[src/rtl/car_game_pkg.sv]
// car_game_pkg: shared widths, velocity type and button command encoding
package car_game_pkg;
   localparam int SCREEN_W = 640;
   localparam int CAR_W = 40;
   localparam int POS_W = 10;
   localparam int VEL_W = 5;
   typedef logic signed [VEL_W-1:0] vel_t;
   typedef enum logic [1:0] {CMD_NONE, CMD_LEFT, CMD_RIGHT} cmd_e;
endpackage

[src/rtl/btn_debounce.sv]
// btn_debounce: 2-flop synchroniser plus a frame-tick debounce counter
module btn_debounce #(
   parameter int DEB_FRAMES = 2
) (
   input  logic clk,
   input  logic reset,
   input  logic frame_tick,
   input  logic btn,
   output logic level
);
   logic [1:0] sync;
   logic [3:0] cnt;
   always_ff @(posedge clk) begin
      if (reset) begin
         sync  <= '0;
         cnt   <= '0;
         level <= 1'b0;
      end else begin
         sync <= {sync[0], btn};
         if (frame_tick) begin
            if (sync[1] == level) cnt <= '0;
            else if (cnt + 4'd1 == 4'(DEB_FRAMES)) begin
               level <= ~level;
               cnt   <= '0;
            end else cnt <= cnt + 4'd1;
         end
      end
   end
endmodule

[src/rtl/car_motion_ctrl.sv]
// car_motion_ctrl: debounced buttons drive a clamped per-frame velocity and car X position
module car_motion_ctrl
   import car_game_pkg::*;
#(
   parameter int X_INIT     = 100,
   parameter int X_MIN      = 0,
   parameter int X_MAX      = SCREEN_W - CAR_W,
   parameter int MAX_SPEED  = 4,
   parameter int DEB_FRAMES = 2
) (
   input  logic             clk,
   input  logic             reset,
   input  logic             frame_tick,
   input  logic             btn_left,
   input  logic             btn_right,
   output logic [POS_W-1:0] car_x,
   output vel_t             velocity,
   output logic             at_left,
   output logic             at_right
);
   localparam vel_t V_MAX = vel_t'(MAX_SPEED);
   localparam vel_t V_ONE = vel_t'(1);
   localparam vel_t V_ZERO = vel_t'(0);
   localparam logic signed [11:0] S_MIN = 12'(X_MIN);
   localparam logic signed [11:0] S_MAX = 12'(X_MAX);
   logic lvl_l, lvl_r;
   cmd_e cmd;
   vel_t vel_nx;
   logic signed [11:0] sum;
   btn_debounce #(.DEB_FRAMES(DEB_FRAMES)) u_deb_l (
      .clk(clk), .reset(reset), .frame_tick(frame_tick), .btn(btn_left), .level(lvl_l)
   );
   btn_debounce #(.DEB_FRAMES(DEB_FRAMES)) u_deb_r (
      .clk(clk), .reset(reset), .frame_tick(frame_tick), .btn(btn_right), .level(lvl_r)
   );
   always_comb begin
      cmd = (lvl_l && !lvl_r) ? CMD_LEFT : (lvl_r && !lvl_l) ? CMD_RIGHT : CMD_NONE;
      vel_nx = (cmd == CMD_RIGHT) ? ((velocity >= V_MAX) ? V_MAX : velocity + V_ONE)
             : (cmd == CMD_LEFT)  ? ((velocity <= -V_MAX) ? -V_MAX : velocity - V_ONE)
             : (velocity > V_ZERO) ? velocity - V_ONE
             : (velocity < V_ZERO) ? velocity + V_ONE : V_ZERO;
      sum = {2'b00, car_x} + {{(12-VEL_W){velocity[VEL_W-1]}}, velocity};
   end
   // position integrates the pre-tick velocity; a clamp stops the car dead
   always_ff @(posedge clk) begin
      if (reset) begin
         car_x    <= POS_W'(X_INIT);
         velocity <= V_ZERO;
      end else if (frame_tick) begin
         if (sum < S_MIN) begin
            car_x    <= POS_W'(X_MIN);
            velocity <= V_ZERO;
         end else if (sum > S_MAX) begin
            car_x    <= POS_W'(X_MAX);
            velocity <= V_ZERO;
         end else begin
            car_x    <= sum[POS_W-1:0];
            velocity <= vel_nx;
         end
      end
   end
   assign at_left  = car_x == POS_W'(X_MIN);
   assign at_right = car_x == POS_W'(X_MAX);
endmodule
[config.mk]
export PLATFORM = sky130hd
export DESIGN_NAME = car_motion_ctrl
export DESIGN_NICKNAME = d
export VERILOG_FILES = /design/src/rtl/car_game_pkg.sv /design/src/rtl/btn_debounce.sv /design/src/rtl/car_motion_ctrl.sv
export SDC_FILE = /design/constraint.sdc
export NUM_CORES = 1
export LEC_CHECK = 0
export BUFFER_PORTS_ARGS = -buffer_cell sky130_fd_sc_hd__buf_2
export CAP_MARGIN = 20
export CORE_ASPECT_RATIO = 1.2
export CORE_UTILIZATION = 40
export CTS_CLUSTER_SIZE = 8
export DETAILED_ROUTE_END_ITERATION = 10
export PLACE_DENSITY = 0.62
export SYNTH_ARGS = -nofsm -noshare
export SYNTH_HDL_FRONTEND = slang
export SYNTH_SLANG_ARGS = --single-unit
[constraint.sdc]
create_clock -name clk -period 4.7 [get_ports clk]
set_input_delay 0.235 -clock clk [delete_from_list [all_inputs] [get_ports clk]]
set_output_delay 0.235 -clock clk [all_outputs]
set_load 0.02 [all_outputs]
Word level (Yosys, flattened, before mapping) --
Cells that the tools add are included. W data, S select, Z words.
Word-level totals: input port bits 5, register bits 29
Operators by class: $add $sub $neg 5, bitwise operators 4, magnitude comparators 6, equality and inequality tests 7, reduce and logical (&&, ||, !) cells 7, muxes and demuxes 16
Operators with widths (count):
- $mux W5 | 8
- $mux W10 | 2
- $mux W4 | 4
- $add A11 B5 Y12 | 1
- $gt A12 B11 Y1 const B | 1
- $lt A12 B1 Y1 const B | 1
- $eq A10 B10 Y1 const B | 1
- $logic_not A10 Y1 | 1
- $add A4 B1 Y4 const B | 2
- $eq A4 B2 Y1 const B | 2
- $reduce_and A3 Y1 | 2
- $add A5 B2 Y5 const B | 1
- $ge A5 B4 Y1 const B | 1
- $gt A5 B1 Y1 const B | 1
- $le A5 B3 Y1 const B | 1
- $lt A5 B1 Y1 const B | 1
- $sub A5 B2 Y5 const B | 1
- $mux W2 | 2
- $not A1 Y1 | 4
- $eq A1 B1 Y1 | 2
- $eq A2 B1 Y1 const B | 1
- $eq A2 B2 Y1 const B | 1
- $logic_and A1 B1 Y1 | 2
- $logic_not A1 Y1 | 2

Longest topological paths before layout --
word-level depth 9, depth in mapped cells 11, depth with buffers taken out 10

By module --
Synthesis repeated with hierarchy kept, for this count alone.
Second synthesis, totals: cells, all modules 271, area, all modules 2199.6 µm²
By module, submodules not included:
- car_motion_ctrl | seq. area each 300.3 µm², times used 1, area an instance 1493.9 µm², cells an instance 195
- btn_debounce | seq. area each 140.1 µm², times used 2, area an instance 352.8 µm², cells an instance 38

Worst setup path before layout --
OpenSTA, ideal clock, no wires.
kind reg2reg, from register velocity[0], to register car_x[8], cell stages (with the launch flop) 12, data required time 4.635 ns, library setup time 0.065 ns, arrival time 2.606 ns, path buffers 1, path slack 2.029 ns, cells stage by stage dfxtp_1 -> ha_1 -> inv_1 -> fa_1 -> nor2b_4 -> o311a_1 -> o21ai_1 -> or4_1 -> nand3_1 -> buf_4 -> a32oi_1 -> nor2_1
Between the ends: word-level cells in the longest chain between the ends 4, elaborated cells between the ends (all ways) 5
RTL lines:
- start, declared | RTL line car_motion_ctrl.sv:17 | output vel_t velocity,
- start signal, assigned | RTL line car_motion_ctrl.sv:58 | velocity <= vel_nx;
- $add A11 B5 Y12 (*) | RTL line car_motion_ctrl.sv:42 | sum = {2'b00, car_x} + {{(12-VEL_W){velocity[VEL_W-1]}}, velocity};
- $gt A12 B11 Y1 | RTL line car_motion_ctrl.sv:53 | end else if (sum > S_MAX) begin
- $mux W10 | RTL line car_motion_ctrl.sv:53
- $mux W10 (*) | RTL line car_motion_ctrl.sv:50 | if (sum < S_MIN) begin
- end signal, assigned | RTL line car_motion_ctrl.sv:51 | car_x <= POS_W'(X_MIN);
- end signal, assigned | RTL line car_motion_ctrl.sv:54 | car_x <= POS_W'(X_MAX);
- end signal, assigned | RTL line car_motion_ctrl.sv:57 | car_x <= sum[POS_W-1:0];
- end, declared | RTL line car_motion_ctrl.sv:16 | output logic [POS_W-1:0] car_x,
Every way passes the cells marked *; elsewhere a longest branch is shown, timed or not. A chain may end at the register's enable or synchronous reset.

Final worst setup path --
from register velocity[2], to register velocity[3]
Between the ends: word-level cells in the longest chain between the ends 7, elaborated cells between the ends (all ways) 17
RTL lines (RTL line):
- branches (longest 6 deep; another with $add A11 B5 Y12)
- $mux W5 (*) | car_motion_ctrl.sv:50
Mark *: on every way between the ends.

==> impl_metrics.env <==
export IMPL_fin_tns_setup_ps=0
export IMPL_p_per_area_nw_per_um2=388.4
export IMPL_post_dp_hpwl_um=3719
export IMPL_grt_max_degree=30
export IMPL_drv_slew=0
export IMPL_final_common_cell="dfxtp_1"
export IMPL_synth_top_family_by_area="compound AO/OA/AOI/OAI gates"
export IMPL_synthFlopType="dfxtp_1"
export IMPL_synth_async_reset_ratio_pct=0
export IMPL_path_cells="ha_1 > nor2b_4 > o311a_1 > o21a_1 > o31ai_2 > a21oi_1 > o31ai_2 > a32o_1"
export IMPL_cts_htree_levels=2
export IMPL_rsz0062_at_grt="no"
export IMPL_violations="design-rule violations"
export IMPL_gr_total_overflow=0
export IMPL_crit_slowest_cell="o31ai_2"
export IMPL_cp_required_ps=4920
export IMPL_wirelength_um=5139
export IMPL_min_path_type="input pin to flop"
export IMPL_vias=2003
export IMPL_coreArea_um2=5370
export IMPL_period_minus_slack_ps=3250
export IMPL_gp_congestion=0.8034
export IMPL_fin_crit_sh_pct=69.16
export IMPL_startpoint_type="flop"
export IMPL_drt_iter0_drc=121
export IMPL_cts_tree="done"
export IMPL_drc=6
export IMPL_die_w_um=70.65
export IMPL_cts_buffer_depth=2
export IMPL_clkLatencyLatePin_ps=270
export IMPL_slew_headroom_pct=34.61
export IMPL_max_freq_mhz=307.6
export IMPL_cap_viol_max_count=0
export IMPL_tightest_slew_ps=975.0
export IMPL_ys_types=60
export IMPL_final_cell_mix="dfxtp_1 (29), nor2_1 (24), nand2_1 (22)"
export IMPL_synth_cells=275
export IMPL_final_cells=349
export IMPL_yosys_warnings=0
export IMPL_skew_ps=3.626
export IMPL_holdWs_ps=168.5
export IMPL_die_h_um=84.38
export IMPL_synth_xor_area_share_pct=6.969
export IMPL_arrival_ps=3470
export IMPL_yosysTopAreaCell="dfxtp_1"
export IMPL_setup_viol=0
export IMPL_wl_per_cell_um=14.72
export IMPL_cellLeakagePower_nw=0.9652
export IMPL_antenna_found_initial=0
export IMPL_grtUsageTotal_pct=19.29
export IMPL_num_nets_final=310
export IMPL_vias_per_cell=5.739
export IMPL_clockRootBuffer="clkbuf_8"
export IMPL_yosysSeqAreaShare_pct=25.66
export IMPL_vdd_drop_max_mv=0.2136
export IMPL_synth_compound_gate_area_share_pct=28.15
export IMPL_final_layout_size_suffix_gt1_share_pct=13.94
export IMPL_cts_setup_buffers=0
export IMPL_critPathCaptureType="flop"
export IMPL_synth_simple_area_share_pct=21.24
export IMPL_synth_nets=299
export IMPL_grt_pass1_vias=1959
export IMPL_synth_edff_count=0
export IMPL_grt_pass1_wl_um=9149
export IMPL_core_rowCount=29
export IMPL_p_total_uw=957.8
export IMPL_start_util_pct=42.12
export IMPL_ioPinCount=22
export IMPL_cts_sinks=29
export IMPL_area_growth_pct=9.016
export IMPL_synth_fa_ha_area_share_pct=10.84
export IMPL_cpPeakStageDelay_ps=850
export IMPL_cts_resized=0
export IMPL_synth_area_top_cells="dfxtp_1 (26%), ha_1 (10%), xnor2_1 (5.4%)"
export IMPL_hold_viol=0
export IMPL_postCtsHoldBufs=0
export IMPL_clkTransAtPathRegs_ps=70
export IMPL_ys_seq_elements=29
export IMPL_crit_path_frequent_cell="o31ai_2"
export IMPL_worstPathMaxFanout=13
export IMPL_avgSynthCellArea_um2=8.226
export IMPL_cts_buffers=5
export IMPL_io_buffers=21
export IMPL_die_area_um2=5961
export IMPL_place_inst=341
export IMPL_synth_area_mux_share_pct=0.4425
export IMPL_ant_nets=0
export IMPL_netlist_area_leader_share_pct=25.66
export IMPL_synth_area_um2=2262
export IMPL_dr_pass1_iters=7
export IMPL_n_antenna_cell=0
export IMPL_path_class="flop to flop"
export IMPL_status="finished, violations left"
-- report_power, final --
part	total (mW)	internal [mW]	switching (mW)
Sequential	0.321	0.270	0.0509
Combinational	0.367	0.163	0.204
Clock	0.269	0.173	0.0966
-- final timing paths --
kind | start | endpoint | slack, ps | cells after the start
worst max-delay path | velocity[2]$_SDFFE_PP0P_ | velocity[3]$_SDFFE_PP0P_ | 1450 | 8
worst min-delay path | btn_right | u_deb_r.sync[0]$_SDFF_PP0_ | 170 | 2
worst max register to register | velocity[2]$_SDFFE_PP0P_ | velocity[3]$_SDFFE_PP0P_ | 1450 | 8
worst min register to register | u_deb_r.sync[0]$_SDFF_PP0_ | u_deb_r.sync[1]$_SDFF_PP0_ | 440 | 1
-- registers in the layout (all words and copies together), names as in the netlist --
signal	flops
u_deb_r.level	1
u_deb_l.level	1
car_x	10
u_deb_r.sync	2
u_deb_r.cnt	4
u_deb_l.sync	2
u_deb_l.cnt	4
velocity	5
-- layer usage --
metal	GRT usage, %	wire (µm)	vias to the layer above
met5	0	0	-
li1	-	-	1036
met4	5.818	53	0
met2	33.98	2658	28
met1	23.69	2316	935
met3	3.721	111	4
-- per-stage QoR --
step	cell area (µm²)	setup WS [ps]	util (%)
floorplan	2262	2029	-
global placement	2350	1513	43.76
detailed placement	2350	1479	43.76
CTS	2466	1443	45.92
global route	2466	1236	45.92
finish	2466	1450	45.92
-- critical path: cells and delay by family (launching register included) --
family / cells / cell delay [ps]
AOI/OAI and AO/OA: 6 / 2050
DFF: 1 / 610
and+or+nand+nor: 1 / 150
adders and majority gates: 1 / 370
-- cells by family after synthesis --
logic type | Yosys count
and+or+nand+nor | 93
AOI/OAI and AO/OA | 84
buffers and inverters | 31
DFF | 29
adders and majority gates | 19
xor gates and xnor gates | 18
muxes | 1
-- synthesized netlist by cell type (5+ instances only) --
library cell   n
a21oi_1       21
a32o_1         7
and3_1         5
clkbuf_1      12
dfxtp_1       29
ha_1          18
inv_1         13
nand2_1       22
nand3_1        7
nor2_1        24
nor2b_1        7
o21ai_0       11
or4_1          6
xnor2_1       14
-- layout make-up --
cell class | instances | area [µm²]
Clock inverter | 1 | 30.03
Clock buffer | 7 | 86.33
Multi-Input combinational cell | 215 | 1530
Sequential cell | 29 | 580.6
Timing Repair Buffer | 22 | 112.6
Tap cell | 62 | 77.57
Inverter | 13 | 48.80
Fill cell | 549 | 2904
Power figures use the tool's default switching activity.
